File: src/rtl/mips16_pkg.sv
// ----------------------------------------------------------------------------
// mips16_pkg
// Shared definitions for the MIPS16 instruction-memory loader.
//   loader_state_t   : 3-bit loader FSM state encoding
//   INSTR_W / ADDR_W : instruction word and address widths
//   is_busy_state()  : true for the states that make up an active load
// ----------------------------------------------------------------------------
package mips16_pkg;

    localparam int INSTR_W = 16;
    localparam int ADDR_W  = 16;

    typedef enum logic [2:0] {
        ST_IDLE    = 3'd0,
        ST_CNT_HI  = 3'd1,
        ST_CNT_LO  = 3'd2,
        ST_DATA_HI = 3'd3,
        ST_DATA_LO = 3'd4,
        ST_CHK     = 3'd5,
        ST_DONE    = 3'd6,
        ST_ERR     = 3'd7
    } loader_state_t;

    // The active-load states are exactly the ones that accept stream bytes.
    function automatic logic is_busy_state(input loader_state_t s);
        return (s == ST_CNT_HI) || (s == ST_CNT_LO) || (s == ST_DATA_HI) ||
               (s == ST_DATA_LO) || (s == ST_CHK);
    endfunction

endpackage

File: src/rtl/loader_timeout_ctr.sv
// ----------------------------------------------------------------------------
// loader_timeout_ctr
// Idle-cycle counter that flags when a load has waited too long for a byte.
// Ports:
//   clk, reset : clock and synchronous active-high reset
//   clear      : zero the count (a byte moved, or no load is active)
//   enable     : count this cycle (load active and no byte moved)
//   expired    : this enabled cycle is the TIMEOUT-th idle cycle in a row
// ----------------------------------------------------------------------------
module loader_timeout_ctr #(
    parameter int TIMEOUT = 1024
) (
    input  logic clk,
    input  logic reset,
    input  logic clear,
    input  logic enable,
    output logic expired
);

    localparam int W = $clog2(TIMEOUT + 1);
    localparam logic [W-1:0] LAST = W'(TIMEOUT - 1);

    logic [W-1:0] count;

    // Clear has priority so a transfer in the same cycle always wins.
    always_ff @(posedge clk) begin
        if (reset) begin
            count <= '0;
        end else if (clear) begin
            count <= '0;
        end else if (enable) begin
            count <= count + W'(1);
        end
    end

    // Flag on the cycle that would bring the count up to TIMEOUT, so the FSM
    // leaves on that same edge.
    assign expired = enable && !clear && (count == LAST);

endmodule

File: src/rtl/instr_mem_loader.sv
// ----------------------------------------------------------------------------
// instr_mem_loader
// Receives a program image as a byte stream (valid/ready), assembles 16-bit
// instruction words and writes them into instruction memory, holding the CPU
// while a load is running or has failed.
// Frame: count_hi, count_lo, N x {word_hi, word_lo}, xor_checksum.
// Ports:
//   clk, reset            : clock, synchronous active-high reset
//   load_start            : begin a load (honoured in IDLE/DONE/ERR)
//   byte_in, byte_valid   : stream data and its qualifier
//   byte_ready            : loader accepts a byte this cycle
//   wr_en, wr_addr, wr_data : one-cycle instruction-memory write
//   cpu_hold              : CPU held (loading or failed)
//   busy, done, err       : load in progress / succeeded / aborted
// ----------------------------------------------------------------------------
module instr_mem_loader
    import mips16_pkg::*;
#(
    parameter int          DEPTH     = 256,
    parameter logic [15:0] BASE_ADDR = 16'h0000,
    parameter int          TIMEOUT   = 1024
) (
    input  logic               clk,
    input  logic               reset,
    input  logic               load_start,
    input  logic [7:0]         byte_in,
    input  logic               byte_valid,
    output logic               byte_ready,
    output logic               wr_en,
    output logic [ADDR_W-1:0]  wr_addr,
    output logic [INSTR_W-1:0] wr_data,
    output logic               cpu_hold,
    output logic               busy,
    output logic               done,
    output logic               err
);

    localparam logic [16:0] DEPTH_L = 17'(DEPTH);

    loader_state_t state;
    loader_state_t state_next;

    logic [7:0]  count_hi;
    logic [15:0] word_count;
    logic [7:0]  word_hi;
    logic [15:0] word_index;
    logic [7:0]  run_xor;
    logic [15:0] count_rx;

    logic transfer;
    logic expired;
    logic start_load;

    // byte_ready is a registered state decode, so this has no path from
    // byte_valid back into byte_ready.
    assign transfer   = byte_valid && byte_ready;
    assign start_load = load_start &&
                        ((state == ST_IDLE) || (state == ST_DONE) || (state == ST_ERR));
    assign count_rx   = {count_hi, byte_in};

    loader_timeout_ctr #(
        .TIMEOUT (TIMEOUT)
    ) u_timeout (
        .clk     (clk),
        .reset   (reset),
        .clear   (transfer || !busy),
        .enable  (busy && !transfer),
        .expired (expired)
    );

    // Next-state logic. A transfer is checked before the timeout so that a
    // byte arriving on the expiry cycle keeps the load alive.
    always_comb begin
        state_next = state;
        case (state)
            ST_IDLE, ST_DONE, ST_ERR: begin
                if (start_load) state_next = ST_CNT_HI;
            end
            ST_CNT_HI: begin
                if (transfer)     state_next = ST_CNT_LO;
                else if (expired) state_next = ST_ERR;
            end
            ST_CNT_LO: begin
                if (transfer) begin
                    if ({1'b0, count_rx} > DEPTH_L) state_next = ST_ERR;
                    else if (count_rx == 16'd0)     state_next = ST_CHK;
                    else                            state_next = ST_DATA_HI;
                end else if (expired) begin
                    state_next = ST_ERR;
                end
            end
            ST_DATA_HI: begin
                if (transfer)     state_next = ST_DATA_LO;
                else if (expired) state_next = ST_ERR;
            end
            ST_DATA_LO: begin
                if (transfer) begin
                    if (word_index + 16'd1 == word_count) state_next = ST_CHK;
                    else                                  state_next = ST_DATA_HI;
                end else if (expired) begin
                    state_next = ST_ERR;
                end
            end
            ST_CHK: begin
                if (transfer)     state_next = (byte_in == run_xor) ? ST_DONE : ST_ERR;
                else if (expired) state_next = ST_ERR;
            end
            default: state_next = ST_IDLE;
        endcase
    end

    // State register with all status outputs registered from the next state,
    // so every output lines up with the state it describes.
    always_ff @(posedge clk) begin
        if (reset) begin
            state      <= ST_IDLE;
            byte_ready <= 1'b0;
            busy       <= 1'b0;
            cpu_hold   <= 1'b0;
            done       <= 1'b0;
            err        <= 1'b0;
        end else begin
            state      <= state_next;
            byte_ready <= is_busy_state(state_next);
            busy       <= is_busy_state(state_next);
            cpu_hold   <= is_busy_state(state_next) || (state_next == ST_ERR);
            done       <= (state_next == ST_DONE);
            err        <= (state_next == ST_ERR);
        end
    end

    // Frame datapath: captures the count, pairs bytes into words, keeps the
    // running XOR and launches a single-cycle write after each low byte.
    // The write address uses the index before it increments, so word k lands
    // at BASE_ADDR + k with natural 16-bit wrap.
    always_ff @(posedge clk) begin
        if (reset) begin
            count_hi   <= '0;
            word_count <= '0;
            word_hi    <= '0;
            word_index <= '0;
            run_xor    <= '0;
            wr_en      <= 1'b0;
            wr_addr    <= BASE_ADDR;
            wr_data    <= '0;
        end else begin
            wr_en <= 1'b0;
            if (start_load) begin
                word_index <= '0;
                run_xor    <= '0;
            end else if (transfer) begin
                case (state)
                    ST_CNT_HI: begin
                        count_hi <= byte_in;
                        run_xor  <= run_xor ^ byte_in;
                    end
                    ST_CNT_LO: begin
                        word_count <= count_rx;
                        run_xor    <= run_xor ^ byte_in;
                    end
                    ST_DATA_HI: begin
                        word_hi <= byte_in;
                        run_xor <= run_xor ^ byte_in;
                    end
                    ST_DATA_LO: begin
                        wr_en      <= 1'b1;
                        wr_data    <= {word_hi, byte_in};
                        wr_addr    <= BASE_ADDR + word_index;
                        word_index <= word_index + 16'd1;
                        run_xor    <= run_xor ^ byte_in;
                    end
                    default: begin
                    end
                endcase
            end
        end
    end

endmodule

File: config.mk
export PLATFORM = sky130hd
export DESIGN_NAME = instr_mem_loader
export DESIGN_NICKNAME = d
export VERILOG_FILES = /design/src/rtl/mips16_pkg.sv /design/src/rtl/loader_timeout_ctr.sv /design/src/rtl/instr_mem_loader.sv
export SDC_FILE = /design/constraint.sdc
export NUM_CORES = 1
export LEC_CHECK = 0
export BUFFER_PORTS_ARGS = -buffer_cell sky130_fd_sc_hd__buf_2
export CAP_MARGIN = 10
export CORE_ASPECT_RATIO = 1.5
export CORE_MARGIN = 1
export CORE_UTILIZATION = 40
export CTS_CLUSTER_SIZE = 8
export DETAILED_ROUTE_END_ITERATION = 12
export SYNTH_ARGS = -nofsm -noshare
export SYNTH_HDL_FRONTEND = slang
export SYNTH_SLANG_ARGS = --single-unit
File: constraint.sdc
create_clock -name clk -period 3.93 [get_ports clk]
set_clock_uncertainty 0.1 [all_clocks]
set_input_delay 0.5895 -clock clk [delete_from_list [all_inputs] [get_ports clk]]
set_output_delay 0.5895 -clock clk [all_outputs]
set_load 0.005 [all_outputs]
==> impl_metrics.tcl <==
set metrics [dict create \
    synth_mux_area_frac 0.0167 \
    hold_violations 0 \
    grt_max_degree 68 \
    synth_seq_cells 107 \
    fillers 1181 \
    vias 4030 \
    synth_area_per_cell_sq_um 7.99 \
    status "completed" \
    async_flop_share 0 \
    post_cts_buffers 0 \
    p_seq_frac 0.515 \
    worstReg2RegStart "u_timeout.count[0]" \
    placementRows 48 \
    synth.yosys.seq_area_share 0.448 \
    gp_congestion 0.899 \
    hold_start "wr_addr[6]" \
    worst-path-max-fanout 7 \
    setup.worst_path.start "u_timeout.count[0]" \
    total_power_mw 2.15 \
    grt_usage 0.182 \
    drtIter0Drc 147 \
    power_leakage_nw 1.92 \
    timing.setup.tns_ns 0 \
    drive_gt1_frac 0.131 \
    cp-start-kind "flop" \
    max_slew.worst_pin.slew_ns 0.935 \
    synth_fp_nets 613 \
    die_h_microns 136 \
    ctsHoldBuffers 0 \
    worstSkewPairLatency_ns 0.35 \
    grt_pass1_wl_microns 17900 \
    synth_compound_area_frac 0.129 \
    r2r-end "busy" \
    relSlewSlack 0.375 \
    fin_crit_ns 2.68 \
    p_int_mw 1.64 \
    cts_buffers 9 \
    timing.max_cap.violations 0 \
    yosysWarningCount 0 \
    h-tree-depth 3 \
    vdd_drop_max_uv 239 \
    clkSinkCount 107 \
    hold_path_class "flop to flop" \
    nets 629 \
    grt_pass1_vias 3763 \
    p_clk_frac 0.434 \
    yosys.area_share.simple 0.256 \
    synth.distinct_cells 51 \
    clock-root-buffer "clkbuf_16" \
    clk_pin_slew_ns 0.07 \
    placeableCoreArea_sq_mm 0.0116 \
    synth_area_sq_mm 0.00478 \
    crit_type "flop to flop" \
    slew_viol_final 0 \
    setup_viol 0 \
    r2r_cells 8 \
    final_antenna_net_count 0 \
    syn-instance-count 599 \
    antenna_found_initial 0 \
    vias_per_cell 5.23 \
    p_sw_mw 0.514 \
    io_buffers 49 \
    die_w_microns 91.3 \
    worstSetupEndpointType "flop" \
    cp.arrival_ns 2.82 \
    cts.repair.resized 0 \
    finalWirelength_microns 11000 \
    routedWlPerCell_microns 14.3 \
    drcViolationCount 0 \
    synth-main-ff-cell "dfxtp_1" \
    critPathRequiredTime_ns 4.07 \
    initial_core_util 0.413 \
    combPwrFrac 0.050 \
    synthXorXnorAreaFrac 0.0986 \
    rsz0062_at_grt "false" \
    synth-edff-count 0 \
    area_delta_synth_final_pct 12.2 \
    hold_depth 2 \
    max_freq_mhz 373 \
    cts_buffer_depth 2 \
    r2r_slack_ns 1.25 \
    min_to "wr_addr[6]" \
    synth_top_family_by_area "simple AND/OR/NAND/NOR gates" \
    switching_share 0.239 \
    period_share 0.683 \
    first_pass_iters 4 \
    pin_count 50 \
    antennaDiodeCount 0 \
    power_density_mw_per_mm2 401 \
    cts_tree "yes" \
    die_area_sq_mm 0.0124 \
    grt_overflow 0 \
    synthAdderAreaFrac 0.00523 \
    dpl.hpwl_microns 7800 \
]
-- sequential cells by signal (all words and copies together), names as in the netlist --
| name | count |
|---|---|
| word_count | 16 |
| word_index | 16 |
| wr_addr | 16 |
| wr_data | 16 |
| u_timeout.count | 11 |
| count_hi | 8 |
| run_xor | 8 |
| word_hi | 8 |
| state | 3 |
| busy | 1 |
| cpu_hold | 1 |
| done | 1 |
| err | 1 |
| wr_en | 1 |
-- Yosys cell counts, types with 2 or more instances --
master | number | area share
ha_1 | 2 | 0.0052
nand3_1 | 15 | 0.016
dfxtp_1 | 107 | 0.45
and3_1 | 6 | 0.0078
o32ai_1 | 2 | 0.0037
nor3_2 | 3 | 0.0063
o21ai_0 | 20 | 0.021
nor3_1 | 10 | 0.010
nor4_1 | 6 | 0.0078
o2111ai_1 | 2 | 0.0037
and2_1 | 3 | 0.0039
xor2_1 | 29 | 0.053
nand2b_1 | 4 | 0.0052
nor2_1 | 51 | 0.040
nand4_1 | 3 | 0.0039
inv_1 | 7 | 0.0055
o31ai_1 | 2 | 0.0031
a21oi_1 | 71 | 0.074
o311a_1 | 2 | 0.0042
clkbuf_1 | 40 | 0.031
xnor2_1 | 23 | 0.042
or3_1 | 9 | 0.012
or2_2 | 2 | 0.0026
nand3b_1 | 2 | 0.0031
mux2i_1 | 8 | 0.017
and4_1 | 2 | 0.0037
nor2b_1 | 5 | 0.0065
nor4_2 | 2 | 0.0052
nor3b_1 | 2 | 0.0031
buf_2 | 7 | 0.0073
nand2_1 | 132 | 0.10
-- layout by cell type (no fill, tap or decap), types with 2 or more instances in the layout --
| master | instances |
|---|---|
| nor3_1 | 10 |
| inv_8 | 2 |
| o21ai_0 | 20 |
| or2_2 | 2 |
| o311a_1 | 2 |
| and4_1 | 2 |
| clkbuf_16 | 9 |
| ha_1 | 2 |
| nor3b_1 | 2 |
| nor4_2 | 2 |
| a21oi_1 | 71 |
| o32ai_1 | 2 |
| nand3_1 | 14 |
| nor2_1 | 51 |
| nand3b_1 | 2 |
| nor3_2 | 3 |
| inv_6 | 2 |
| nand2_1 | 132 |
| or3_1 | 9 |
| buf_2 | 49 |
| buf_4 | 5 |
| o2111ai_1 | 2 |
| o31ai_1 | 2 |
| nor4_1 | 6 |
| and2_1 | 3 |
| xnor2_1 | 23 |
| nor2b_1 | 5 |
| dfxtp_1 | 107 |
| and3_1 | 6 |
| mux2i_1 | 8 |
| nand2b_1 | 4 |
| inv_1 | 7 |
| xor2_1 | 29 |
| nand4_1 | 3 |
-- final cells by class --
type                            instances  area (sq um)  share of cell area
Multi-Input combinational cell        436          2420               0.451
Sequential cell                       107          2140               0.399
Timing Repair Buffer                   54           283              0.0527
Clock buffer                           10           229              0.0426
Tap cell                              150           188              0.0350
Clock inverter                          6          77.6              0.0144
Inverter                                7          26.3             0.00489
-- per-layer routing --
metal  vias up  wire length, microns  GRT usage
met5         -                     0          0
li1       2028                     -          -
met4         0                   376      0.103
met1      1886                  4450      0.201
met2        87                  5780      0.330
met3        29                   412     0.0302
-- through the flow --
step / util / instance area, sq um / hold WS, ns / std cells / worst slack [ns]
4_1_cts: 0.463 / 5370 / 0.354 / 770 / 1.27
3_3_place_gp: 0.437 / 5060 / 0.336 / 754 / 1.13
5_1_grt: 0.463 / 5370 / 0.369 / 770 / 1.06
2_1_floorplan: - / 4780 / 0.328 / 599 / 1.61
6_report: 0.463 / 5370 / 0.351 / 770 / 1.25
3_5_place_dp: 0.437 / 5060 / 0.344 / 754 / 1.04
-- power by group through the flow --
stage | Clock, mW | Combinational (mW) | Sequential, mW
finish | 0.934 | 0.108 | 1.11
global route | 0.993 | 0.120 | 1.11
CTS | 0.958 | 0.109 | 1.11
detailed placement | 0 | 0.108 | 1.13
global placement | 0 | 0.106 | 1.13
floorplan | 0 | 0.0837 | 1.13
-- worst max-delay path, cell delays in order, from the launching register on --
cell	delay (ns)
dfxtp_1	0.37
ha_1	0.22
nand3_1	0.10
nor4_2	0.62
nor2_1	0.13
o32ai_1	0.59
and2_1	0.23
nor2_1	0.07
o311a_1	0.14
-- worst max path at each step --
stage	to	depth (start not counted)
final	busy	8
after global routing	busy	8
after CTS	busy	8
after detailed placement	busy	8
after floorplan	busy	8
after global placement	busy	8
-- cells by family after synthesis --
logic type,Yosys count
xor gates and xnor gates,53
adders and majority gates,2
and+or+nand+nor,263
muxes,8
AOI/OAI and AO/OA,110
DFF,107
buffers and inverters,56
(Power assumes the default switching activity.)
